--- src/rtl/win_acc_requant.sv ---
// win_acc_requant: group accumulator and rounding/saturating requantizer that
// sits behind the signed 16-bit Winograd multiplier. One result per group of
// beats, either one 16-bit value or two independent 8-bit lanes.
module win_acc_requant #(
  parameter int ACC_W   = 48,
  parameter int SHIFT16 = 8,
  parameter int SHIFT8  = 4
) (
  input  logic        clk,
  input  logic        rst_n,
  input  logic        in_valid,
  output logic        in_ready,
  input  logic [31:0] in_data,
  input  logic [1:0]  in_bitwidth,
  input  logic        in_last,
  output logic        out_valid,
  input  logic        out_ready,
  output logic [15:0] out_data,
  output logic [1:0]  out_bitwidth,
  output logic        out_sat
);

  localparam int LW = ACC_W / 2;

  localparam logic signed [ACC_W:0] HALF16 = (ACC_W + 1)'(1) << (SHIFT16 - 1);
  localparam logic signed [ACC_W:0] MAX16  = (ACC_W + 1)'(32767);
  localparam logic signed [ACC_W:0] MIN16  = (ACC_W + 1)'(-32768);
  localparam logic signed [LW:0]    HALF8  = (LW + 1)'(1) << (SHIFT8 - 1);
  localparam logic signed [LW:0]    MAX8   = (LW + 1)'(127);
  localparam logic signed [LW:0]    MIN8   = (LW + 1)'(-128);

  typedef enum logic {S_IDLE = 1'b0, S_ACC = 1'b1} state_t;

  state_t                  r_state, w_state_nxt;
  logic signed [ACC_W-1:0] r_acc;
  logic signed [ACC_W-1:0] w_base, w_sum16, w_acc_nxt;
  logic [LW-1:0]           w_lane_hi, w_lane_lo;
  logic [1:0]              r_bw, w_bw;
  logic                    w_mode8, w_fire, w_finish;
  logic [16:0]             w_res16;
  logic [8:0]              w_res_hi, w_res_lo;
  logic                    r_out_valid, r_out_sat;
  logic [15:0]             r_out_data;
  logic [1:0]              r_out_bw;

  // Round half up at the shift point, then clip to signed 16 bits; bit 16 flags a clip.
  function automatic logic [16:0] rnd_sat16(input logic [ACC_W-1:0] s);
    logic signed [ACC_W:0] t;
    t = $signed({s[ACC_W-1], s}) + HALF16;
    t = t >>> SHIFT16;
    if (t > MAX16)      return {1'b1, 16'h7FFF};
    else if (t < MIN16) return {1'b1, 16'h8000};
    else                return {1'b0, t[15:0]};
  endfunction

  // Same rounding for one lane, clipped to signed 8 bits; bit 8 flags a clip.
  function automatic logic [8:0] rnd_sat8(input logic [LW-1:0] s);
    logic signed [LW:0] t;
    t = $signed({s[LW-1], s}) + HALF8;
    t = t >>> SHIFT8;
    if (t > MAX8)      return {1'b1, 8'h7F};
    else if (t < MIN8) return {1'b1, 8'h80};
    else               return {1'b0, t[7:0]};
  endfunction

  // Downstream stall blocks new beats; releasing out_ready reopens the input at once.
  assign in_ready = !(r_out_valid && !out_ready);
  assign w_fire   = in_valid && in_ready;
  // The mode comes from the first beat and is frozen for the rest of the group.
  assign w_bw     = (r_state == S_IDLE) ? in_bitwidth : r_bw;
  assign w_mode8  = (w_bw == 2'b11);

  // Next accumulator value: a full-width sum, or two lanes that wrap independently.
  always_comb begin
    w_base    = (r_state == S_ACC) ? r_acc : '0;
    w_sum16   = w_base + {{(ACC_W-32){in_data[31]}}, in_data};
    w_lane_hi = w_base[ACC_W-1:LW] + {{(LW-16){in_data[31]}}, in_data[31:16]};
    w_lane_lo = w_base[LW-1:0]     + {{(LW-16){in_data[15]}}, in_data[15:0]};
    w_acc_nxt = w_mode8 ? {w_lane_hi, w_lane_lo} : w_sum16;
    w_res16   = rnd_sat16(w_acc_nxt);
    w_res_hi  = rnd_sat8(w_acc_nxt[ACC_W-1:LW]);
    w_res_lo  = rnd_sat8(w_acc_nxt[LW-1:0]);
  end

  // Group FSM: a non-last beat opens a group, a last beat closes it.
  always_comb begin
    w_state_nxt = r_state;
    w_finish    = 1'b0;
    if (w_fire) begin
      if (in_last) begin
        w_finish    = 1'b1;
        w_state_nxt = S_IDLE;
      end else begin
        w_state_nxt = S_ACC;
      end
    end
  end

  // State, accumulator and latched mode; all hold while the input is stalled.
  always_ff @(posedge clk) begin
    if (!rst_n) begin
      r_state <= S_IDLE;
      r_acc   <= '0;
      r_bw    <= 2'b00;
    end else begin
      r_state <= w_state_nxt;
      if (w_fire) begin
        r_acc <= w_acc_nxt;
        r_bw  <= w_bw;
      end
    end
  end

  // Result register: loaded on finish, held under back-pressure, cleared when taken.
  always_ff @(posedge clk) begin
    if (!rst_n) begin
      r_out_valid <= 1'b0;
      r_out_data  <= 16'h0000;
      r_out_bw    <= 2'b00;
      r_out_sat   <= 1'b0;
    end else if (w_finish) begin
      r_out_valid <= 1'b1;
      r_out_bw    <= w_bw;
      if (w_mode8) begin
        r_out_data <= {w_res_hi[7:0], w_res_lo[7:0]};
        r_out_sat  <= w_res_hi[8] | w_res_lo[8];
      end else begin
        r_out_data <= w_res16[15:0];
        r_out_sat  <= w_res16[16];
      end
    end else if (out_ready) begin
      r_out_valid <= 1'b0;
    end
  end

  assign out_valid    = r_out_valid;
  assign out_data     = r_out_data;
  assign out_bitwidth = r_out_bw;
  assign out_sat      = r_out_sat;

endmodule
--- config.mk ---
export PLATFORM = sky130hd
export DESIGN_NAME = win_acc_requant
export DESIGN_NICKNAME = d
export VERILOG_FILES = /design/src/rtl/win_acc_requant.sv
export SDC_FILE = /design/constraint.sdc
export NUM_CORES = 1
export LEC_CHECK = 0
export ABC_AREA = 1
export CORE_MARGIN = 10
export CORE_UTILIZATION = 40
export CTS_BUF_LIST = sky130_fd_sc_hd__clkbuf_16
export DETAILED_ROUTE_END_ITERATION = 10
export GPL_TIMING_DRIVEN = 1
export PLACE_DENSITY_LB_ADDON = 0.12
export SETUP_SLACK_MARGIN = 0.4
export SLEW_MARGIN = 20
export SYNTH_ARGS = -nofsm -noshare
export SYNTH_HDL_FRONTEND = slang
export SYNTH_SLANG_ARGS = --single-unit
export TNS_END_PERCENT = 50
--- constraint.sdc ---
create_clock -name clk -period 5.75 [get_ports clk]
set_input_delay 0.8625 -clock clk [delete_from_list [all_inputs] [get_ports clk]]
set_output_delay 0.8625 -clock clk [all_outputs]
set_load 0.01 [all_outputs]
==> results of run 1 <==
## worst register-to-register path: cells and delay by family, from the launching register on
kind | cells | cell delay (ns)
adders and majority gates | 1 | 0.24
buffers and inverters | 4 | 0.83
and+or+nand+nor | 22 | 2.84
AOI/OAI and AO/OA | 2 | 0.32
DFF | 1 | 0.55
## layer usage
metal | track usage [%] | vias to the layer above | share of wire [%]
met2 | 44.33 | 420 | 47
met4 | 11.21 | 0 | 4.0
met1 | 33.66 | 6506 | 45
met3 | 3.415 | 85 | 4.5
met5 | 0 | - | 0
li1 | - | 7231 | -
## cell type report
type | count | share of cell area [%]
clock inverters | 7 | 0.4107
flip-flops and latches | 71 | 10.63
multi-input cells | 1785 | 67.53
repair buffers | 87 | 6.142
inverters | 356 | 9.969
well taps | 390 | 3.640
clock buffers | 9 | 1.680
## cell families (layout without fill, tap and decap cells)
family,Yosys count,count (layout),synth area share [%]
AO/OA/AOI/OAI,251,251,12.09
XOR/XNOR,55,55,4.349
adder cells (fa/ha/maj),52,52,5.512
buffers and inverters,398,459,13.16
flip-flops,71,71,11.91
AND/OR/NAND/NOR,1427,1427,52.98
## cells in the mapped netlist, types with 4 or more instances
library cell | number | share of area, %
nor2_1 | 215 | 6.8
a31oi_1 | 8 | 0.42
xor2_1 | 40 | 2.9
dfxtp_1 | 71 | 12
nand2_1 | 780 | 25
nand3_2 | 20 | 1.7
ha_1 | 51 | 5.3
inv_2 | 26 | 0.82
nand3b_1 | 4 | 0.25
nand2_2 | 54 | 2.8
a21oi_1 | 104 | 4.4
o21ai_1 | 9 | 0.38
xor2_2 | 4 | 0.54
nand4_1 | 28 | 1.5
clkinv_1 | 8 | 0.25
buf_6 | 5 | 0.47
buf_2 | 7 | 0.29
or2_2 | 5 | 0.26
xnor2_1 | 10 | 0.73
nor2_4 | 20 | 1.9
and2_1 | 4 | 0.21
nor2_2 | 38 | 2.0
o211ai_1 | 26 | 1.6
o21bai_1 | 11 | 0.69
o21ai_0 | 68 | 2.9
nand3_1 | 229 | 9.6
a21o_1 | 7 | 0.44
inv_1 | 322 | 10
nor3_1 | 22 | 0.92
clkbuf_1 | 26 | 0.82
## where the power goes
group / total [mW] / switching (mW) / internal (mW)
Sequential: 0.575 / 0.0386 / 0.536
Combinational: 1.10 / 0.761 / 0.338
Clock: 0.574 / 0.277 / 0.297
## sequential cells by signal, summed over array words and instances, names as in the netlist
signal / count
r_acc: 48
out_data: 16
out_bitwidth: 2
r_bw: 2
out_sat: 1
out_valid: 1
r_state: 1
## repair_timing
item | CTS | global route
setup endpoints to repair | 16 | 16
pin swaps | 1 | 2
setup buffers | 1 | 4
resized for setup | 2 | 22
## worst min-delay path by stage
stage	startpoint	to	slack [ns]	cells past startpoint
finish	out_data[8]	out_data[8]	0.45	2
floorplan	r_acc[0]	r_acc[0]	0.46	2
global placement	out_data[11]	out_data[11]	0.44	2
CTS	out_data[12]	out_data[12]	0.46	2
detailed placement	out_data[11]	out_data[11]	0.45	2
global route	out_data[14]	out_data[14]	0.47	2
## per-stage QoR
stage	setup WS (ns)	instances	utilization (%)
after CTS	0.4001	2701	44.93
after detailed placement	-0.1418	2684	43.86
after global placement	-0.1205	2684	43.86
after global routing	0.4003	2705	45.35
final	0.6768	2705	45.35
after floorplan	1.003	2254	-
==> results.md, run 1 <==
- The flow ran to the end, and the final reports show no timing, DRC or antenna violations.
- Row generation in the floorplan step produced 63 rows.
- The maximum clock insertion buffer count is 2.
- Using the TritonRoute via totals, the vias-per-cell ratio works out to 5.265.
- The wire length of the first global-routing pass is 75.84 mm.
- Power comes to 2.248 mW.
- The most used flip-flop cell after synthesis is dfxtp_1.
- On the critical path, the stage with the largest delay is an instance of clkdlybuf4s50_1.
- Setup violations remaining at the end of the flow were counted as 0.
- In this run the remaining antenna-violating nets after routing total 0.
- The count of warnings emitted by yosys is 0.
- Clock-pin slew was measured on the worst setup and hold paths at 0.07 ns.
- For this run the aggregate overflow at the end of global routing stands at 0.
- Setup repair after global routing left no endpoint under its margin.
- The number of H-tree branching levels is 3.
- STA classifies the critical path endpoint as a flop.
- The top cell types in the final layout, fill and taps aside, are nand2_1 (778), inv_1 (321), nand3_1 (229), nor2_1 (215), a21oi_1 (104).
- The startpoint of the most critical register-to-register path is r_state.
- The post-synthesis async set-or-reset flop share is 0%.
- The floorplan step defined a die boundary enclosing around 0.037 mm2.
- The worst register-to-register path ends at out_data[1].
- The worst hold path belongs to the class flop to flop.
- For flop-to-flop paths, the worst setup slack is 0.86 ns.
- The post-synthesis average cell area is 5.297 um2.
- The maximum frequency from static timing analysis is 197.1 MHz.
- The count of antenna diodes in the layout is 0.
- TritonCTS built the clock tree.
- In this run the cell area measured after placement is 0.01296 mm2.
- Summing all non-filler instances in the final layout gives an area of 0.01340 mm2.
- The top-level I/O count is 60.
- The critical path contains buffers and inverters numbering 4 combined.
- Between clock sinks in the finished design, the worst skew comes to around 0.021 ns.
- Measured in cells, the most critical reg-to-reg path has a length of 29.
- Buffers inserted to repair hold after CTS numbered 0.
- The clock drives 71 sinks.
- The detailed-placement wirelength estimate is 41.43 mm.
- The startpoint of the worst setup timing path is in_data[0].
- The number of pins with negative max-slew slack in the final report is 0.
- The netlist area before placement is 0.01194 mm2.
- The average wire per standard cell is 18.28 um.
- The sequential share of the synthesized area is 11.91%.
- The combined flip-flop and latch cell area is 0.001425 mm2.
- The post-synthesis instance total is 2254.
- The ratio of cells with drive above 1 in the final layout is 10.28%.
- At the pin with the least slew margin, the transition time is 0.6851 ns.
- The register bit total from synthesis is 71.
- The area occupied by multi-input gates is 0.009051 mm2.
- The tool flagged a number of max-cap violations equal to 0.
- The most frequent standard cell in the layout excluding fill and tap cells is nand2_1.
- Broken down by cell family, the worst path's largest delay share belongs to simple AND/OR/NAND/NOR gates.
- The number of different library cells used by synthesis comes to 52.
- Final hold analysis gives a worst-case slack of 0.4537 ns.
- Once the floorplan was initialized, standard cells occupied 40.39% of the core.
- STA puts the critical path data required time at approximately 6 ns.
- The final-stage net count is 2401.
- The critical path ends at out_data[1].
- The aggregate negative setup slack is 0 ns.
- The cell that appears most often on the critical path is nand2_1.
- For this block, the initial DRC count from the detailed router was around 1200.
- The worst slew margin relative to its limit is a little over half.
- The final critical-path share of the clock period is ~88%.
- The placer congestion estimate is 1.009.
- The horizontal die dimension is 192.8 um.
- The number of detailed-routing iterations run before antenna repair is 6.
- The number of buffers created by CTS is 9.
- The area inside the core boundary is 0.02956 mm2.
- The number of nets in the synthesized netlist is ~2300.
- Buffers placed on the I/O ports in this run total 59.
- STA classifies the critical path startpoint as an input port.
- The number of global-route vias before repair was 13270.
- The die is 192.8 um tall.
- Dividing total power by cell area gives a power density of 167.7 mW/mm2.
- For this run, the slowest stage of the critical path takes 0.47 ns.
- In the routed design, unresolved DRC markers number 0.
- IR analysis of the VDD net gives a maximum drop of 0.0002390 V.
- The vias after detailed routing is about 14000.
- The number of inserted filler cells in the final layout is 3384.
- The maximum number of pins on one net before global-route repair is 67.
- The class of the most critical setup path is input port to flop.
- The wire length reported by the detailed router is 49.45 mm.
- The total leakage power is 7.199 nW.
- The largest driver fanout on the critical path is 14.
- Across every metal layer, demand over resource in global routing totals a little over a quarter.
- The tree is rooted in a clkbuf_16.
- From synthesis to final layout, the design area changed by 12.27%.
- At the later pin of the worst-skew pair, clock insertion delay measures around 0.39 ns.
- The initial antenna violation count is 0.
- Data on the critical path arrives at its endpoint at about 5.3 ns.
- The final critical delay including setup and external delays is 5.073 ns.
- The total stage count of the critical path is 29.
- The count of endpoints failing hold in the final timing report is 0.
- The number of synthesized flops with an enable pin is 0.
Note: power is estimated with default switching activity, not from simulation.
==> run 2, diff against run 1 <==
Settings changed: CAP_MARGIN from default to 30.
==> results of run 2 <==
The final DEF is identical to that of run 1; final timing and power are the same.
==> run 3, diff against run 2 <==
Settings changed: CORE_UTILIZATION 40 to 55, GPL_ROUTABILITY_DRIVEN from default to 0.
==> run 3 against run 2 <==
Compared with the run above:
- the run now ends with design-rule violations left
- utilization increased by 17 points
- worst setup slack got worse by 0.014 ns
- clock-buffer cell count unchanged
- flip-flop and latch count unchanged
- cell count decreased by 4.7%
- combinational power decreased by 4%
- non-clock buffer count decreased by 14
- sequential power decreased by 0.7%
- die area decreased by 25%
- hold slack improved by 0.0011 ns
- design area decreased by 2.0%
- clock power increased by 5.9%
- critical path type unchanged
- highest routed layer unchanged
==> results.md, run 3 (synthesis gave the netlist of run 1 again) <==
- The area after detailed placement is 0.01273 mm2 (was 0.01296 mm2).
- The number of inserted filler cells in the final layout was 2194 (was 3384).
- The number of flip-flops in the largest register came to 48 (unchanged).
- The final critical-path share of the clock period was 88.48% (was 88.23%).
- The initial DRC count is 1450 (was 1203).
- The number of buffers created by CTS is 9 (unchanged).
- The startpoint of the most critical register-to-register path was r_state (unchanged).
- The die height is 167.3 um (was 192.8 um).
- The vias after detailed routing was 14640 (was 14240).
- The maximum number of pins on one net before global-route repair is 56 (was 67).
- The placement-stage worst setup slack is 0.1600 ns (was -0.1418 ns).
- The final number of setup-violating endpoints is 0 (unchanged).
- The power density of the placed cells is 170.3 mW/mm2 (was 167.7 mW/mm2).
- The number of detailed-routing iterations run before antenna repair is 11 (was 6).
- The TritonCTS clock tree is done (unchanged).
- The number of pins with negative max-slew slack in the final report is 0 (unchanged).
- The count of endpoints failing hold in the final timing report is 0 (unchanged).
- The kind of start point of the critical path is an input port (unchanged).
- The hold-critical path depth was 2 (unchanged).
- The most frequent standard cell in the layout excluding fill and tap cells is nand2_1 (unchanged).
- The end point of the most critical hold path is out_data[12] (was out_data[8]).
- The slowest stage cell on the critical path is clkdlybuf4s50_1 (unchanged).
- The worst endpoint data arrival time is 5.40 ns (was 5.34 ns).
- The worst hold-check path type was flop to flop (unchanged).
- The checks that failed: design-rule violations.
- The final critical delay including setup and external delays was 5.087 ns (was 5.073 ns).
- The leftover overflow at the end of global routing came to 0 (unchanged).
- The required time at the worst-slack endpoint came to 6.06 ns (was 6.02 ns).
- The worst clock skew on the final layout is 0.01599 ns (was 0.02130 ns).
- The class of the most critical setup path is input port to flop (unchanged).
- The wire length of the first global-routing pass is 68.72 mm (was 75.84 mm).
- The wire length reported by the detailed router is 43.25 mm (was 49.45 mm).
- The element type at the critical path end was a flop (unchanged).
- Result of the run: finished with violations (was complete, no violations).
- The final cell count without fillers is 2577 (was 2705).
- The initial standard-cell utilization of the core is 56.26% (was 40.39%).
- The count of hold buffers inserted by post-cts repair was 0 (unchanged).
- The worst hold slack is 0.4548 ns (was 0.4537 ns).
- The register bank with the most flops was r_acc (unchanged).
- The final worst setup slack came to 0.6627 ns (was 0.6768 ns).
- The endpoint of the lowest-slack register-to-register path was out_data[10] (was out_data[1]).
- RSZ-0062 raised after global routing: false (unchanged).
- The aggregate negative setup slack came to 0 ns (unchanged).
- The worst slew margin relative to its limit is 44.95% (was 54.32%).
- The max-capacitance violation count is 0 (unchanged).
- The initial antenna violation count is 0 (unchanged).
- The port buffer count is 59 (unchanged).
- The largest driver fanout on the critical path is 8 (was 14).
- The cell area after layout came to 0.01314 mm2 (was 0.01340 mm2).
- The final-stage net count is 2388 (was 2401).
- The highest ir drop seen on vdd is 0.0001371 V (was 0.0002390 V).
- The average vias per placed instance is 5.682 (was 5.265).
- The all-layer global routing usage is 29.42% (was 26.57%).
- The average wire per standard cell is 16.78 um (was 18.28 um).
- The maximum clock insertion buffer count is 2 (unchanged).
- The maximum frequency from static timing analysis is 196.6 MHz (was 197.1 MHz).
- The overall power of the completed layout was 2.237 mW (was 2.248 mW).
- The highest cell delay on the worst timing path is 0.56 ns (was 0.47 ns).
- The horizontal die dimension is 167.3 um (was 192.8 um).
- The post-layout utilization of the core is 61.90% (was 45.35%).
- The number of H-tree branching levels is 3 (unchanged).
- The top-level I/O count is 60 (unchanged).
- The clock-pin slew of the registers on the worst-case setup and hold paths is 0.08 ns (was 0.07 ns).
- The TritonCTS sink count came to 71 (unchanged).
- The area added between synthesis and finish is 10.03% (was 12.27%).
- The cell at the root of the clock tree is clkbuf_16 (unchanged).
- The number of global-route vias before repair is 13500 (was 13270).
- The number of cells on the worst reg-to-reg path is 34 (was 29).
- The ratio of cells with drive above 1 in the final layout is 9.600% (was 10.28%).
- The DRC violation count after routing is 1 (was 0).
- The start point of the worst hold path was out_data[12] (was out_data[8]).
- The site row count was 53 (was 63).
- The number of instances in the placed design was 2557 (was 2684).
- The slew of the pin with the lowest slew margin is 0.8248 ns (was 0.6851 ns).
- The clock insertion delay at the later pin of the skew report is 0.36 ns (was 0.39 ns).
- The detailed-placement wirelength estimate was 35.18 mm (was 41.43 mm).
- The area inside the core boundary is 0.02122 mm2 (was 0.02956 mm2).
- The full die area was 0.02800 mm2 (was 0.03716 mm2).
- The number of nets with antenna violations after detailed routing is 0 (unchanged).
- The register-to-register setup slack is 0.79 ns (was 0.86 ns).
- Most frequent cells in the layout: nand2_1 (777), inv_1 (321), nand3_1 (229), nor2_1 (215), a21oi_1 (104) (was nand2_1 (778), inv_1 (321), nand3_1 (229), nor2_1 (215), a21oi_1 (104)).
- The total leakage power is 7.135 nW (was 7.199 nW).
- The count of antenna diodes in the layout is 0 (unchanged).
- The cell occurring most often along the worst timing path is nand2_1 (unchanged).
[run 3: final cells by class]
type / count / area, um2 / area share, %
clock buffers: 9 / 225.2 / 1.714
flip-flops and latches: 71 / 1425 / 10.85
repair buffers: 73 / 718.2 / 5.467
inverters: 356 / 1336 / 10.17
clock inverters: 7 / 68.82 / 0.5239
multi-input cells: 1786 / 9019 / 68.65
well taps: 275 / 344.1 / 2.619
[run 3: power breakdown]
| part | switching, mW | internal (mW) | total (mW) | leakage (nW) |
|---|---|---|---|---|
| sequential | 0.0348 | 0.536 | 0.571 | 0.589 |
| combinational | 0.733 | 0.325 | 1.06 | 6.40 |
| clock | 0.299 | 0.309 | 0.608 | 0.147 |
[run 3: critical path: cells and delay by family]
family	cells	cell delay, ns
AND/OR/NAND/NOR	21	2.43
adder cells (fa/ha/maj)	3	0.86
buffers and inverters	5	0.85
AO/OA/AOI/OAI	1	0.16
XOR/XNOR	1	0.23
[run 3: how the worst max path moves through the flow]
stage | from | end | depth (start not counted)
4_1_cts | in_data[0] | out_data[10] | 31
3_3_place_gp | in_data[0] | out_data[10] | 31
5_1_grt | in_data[0] | out_data[3] | 31
3_5_place_dp | in_data[0] | out_data[10] | 31
2_1_floorplan | r_state | out_data[13] | 35
6_report | in_data[0] | out_data[10] | 31
[run 3: what timing repair did]
| action | 4_1_cts | 5_1_grt |
|---|---|---|
| setup endpoints to repair | 0 | 16 |
| gates resized for setup | 0 | 16 |
| setup buffers | 0 | 3 |
| hold endpoints to repair | 0 | 0 |
[run 3: routing by layer]
layer,up-vias,global-route usage [%],part of all wire (%)
met5,-,0,0
met4,0,18.05,6.5
met3,172,4.541,8.9
met2,735,47.41,44
met1,6533,36.05,41
li1,7203,-,-
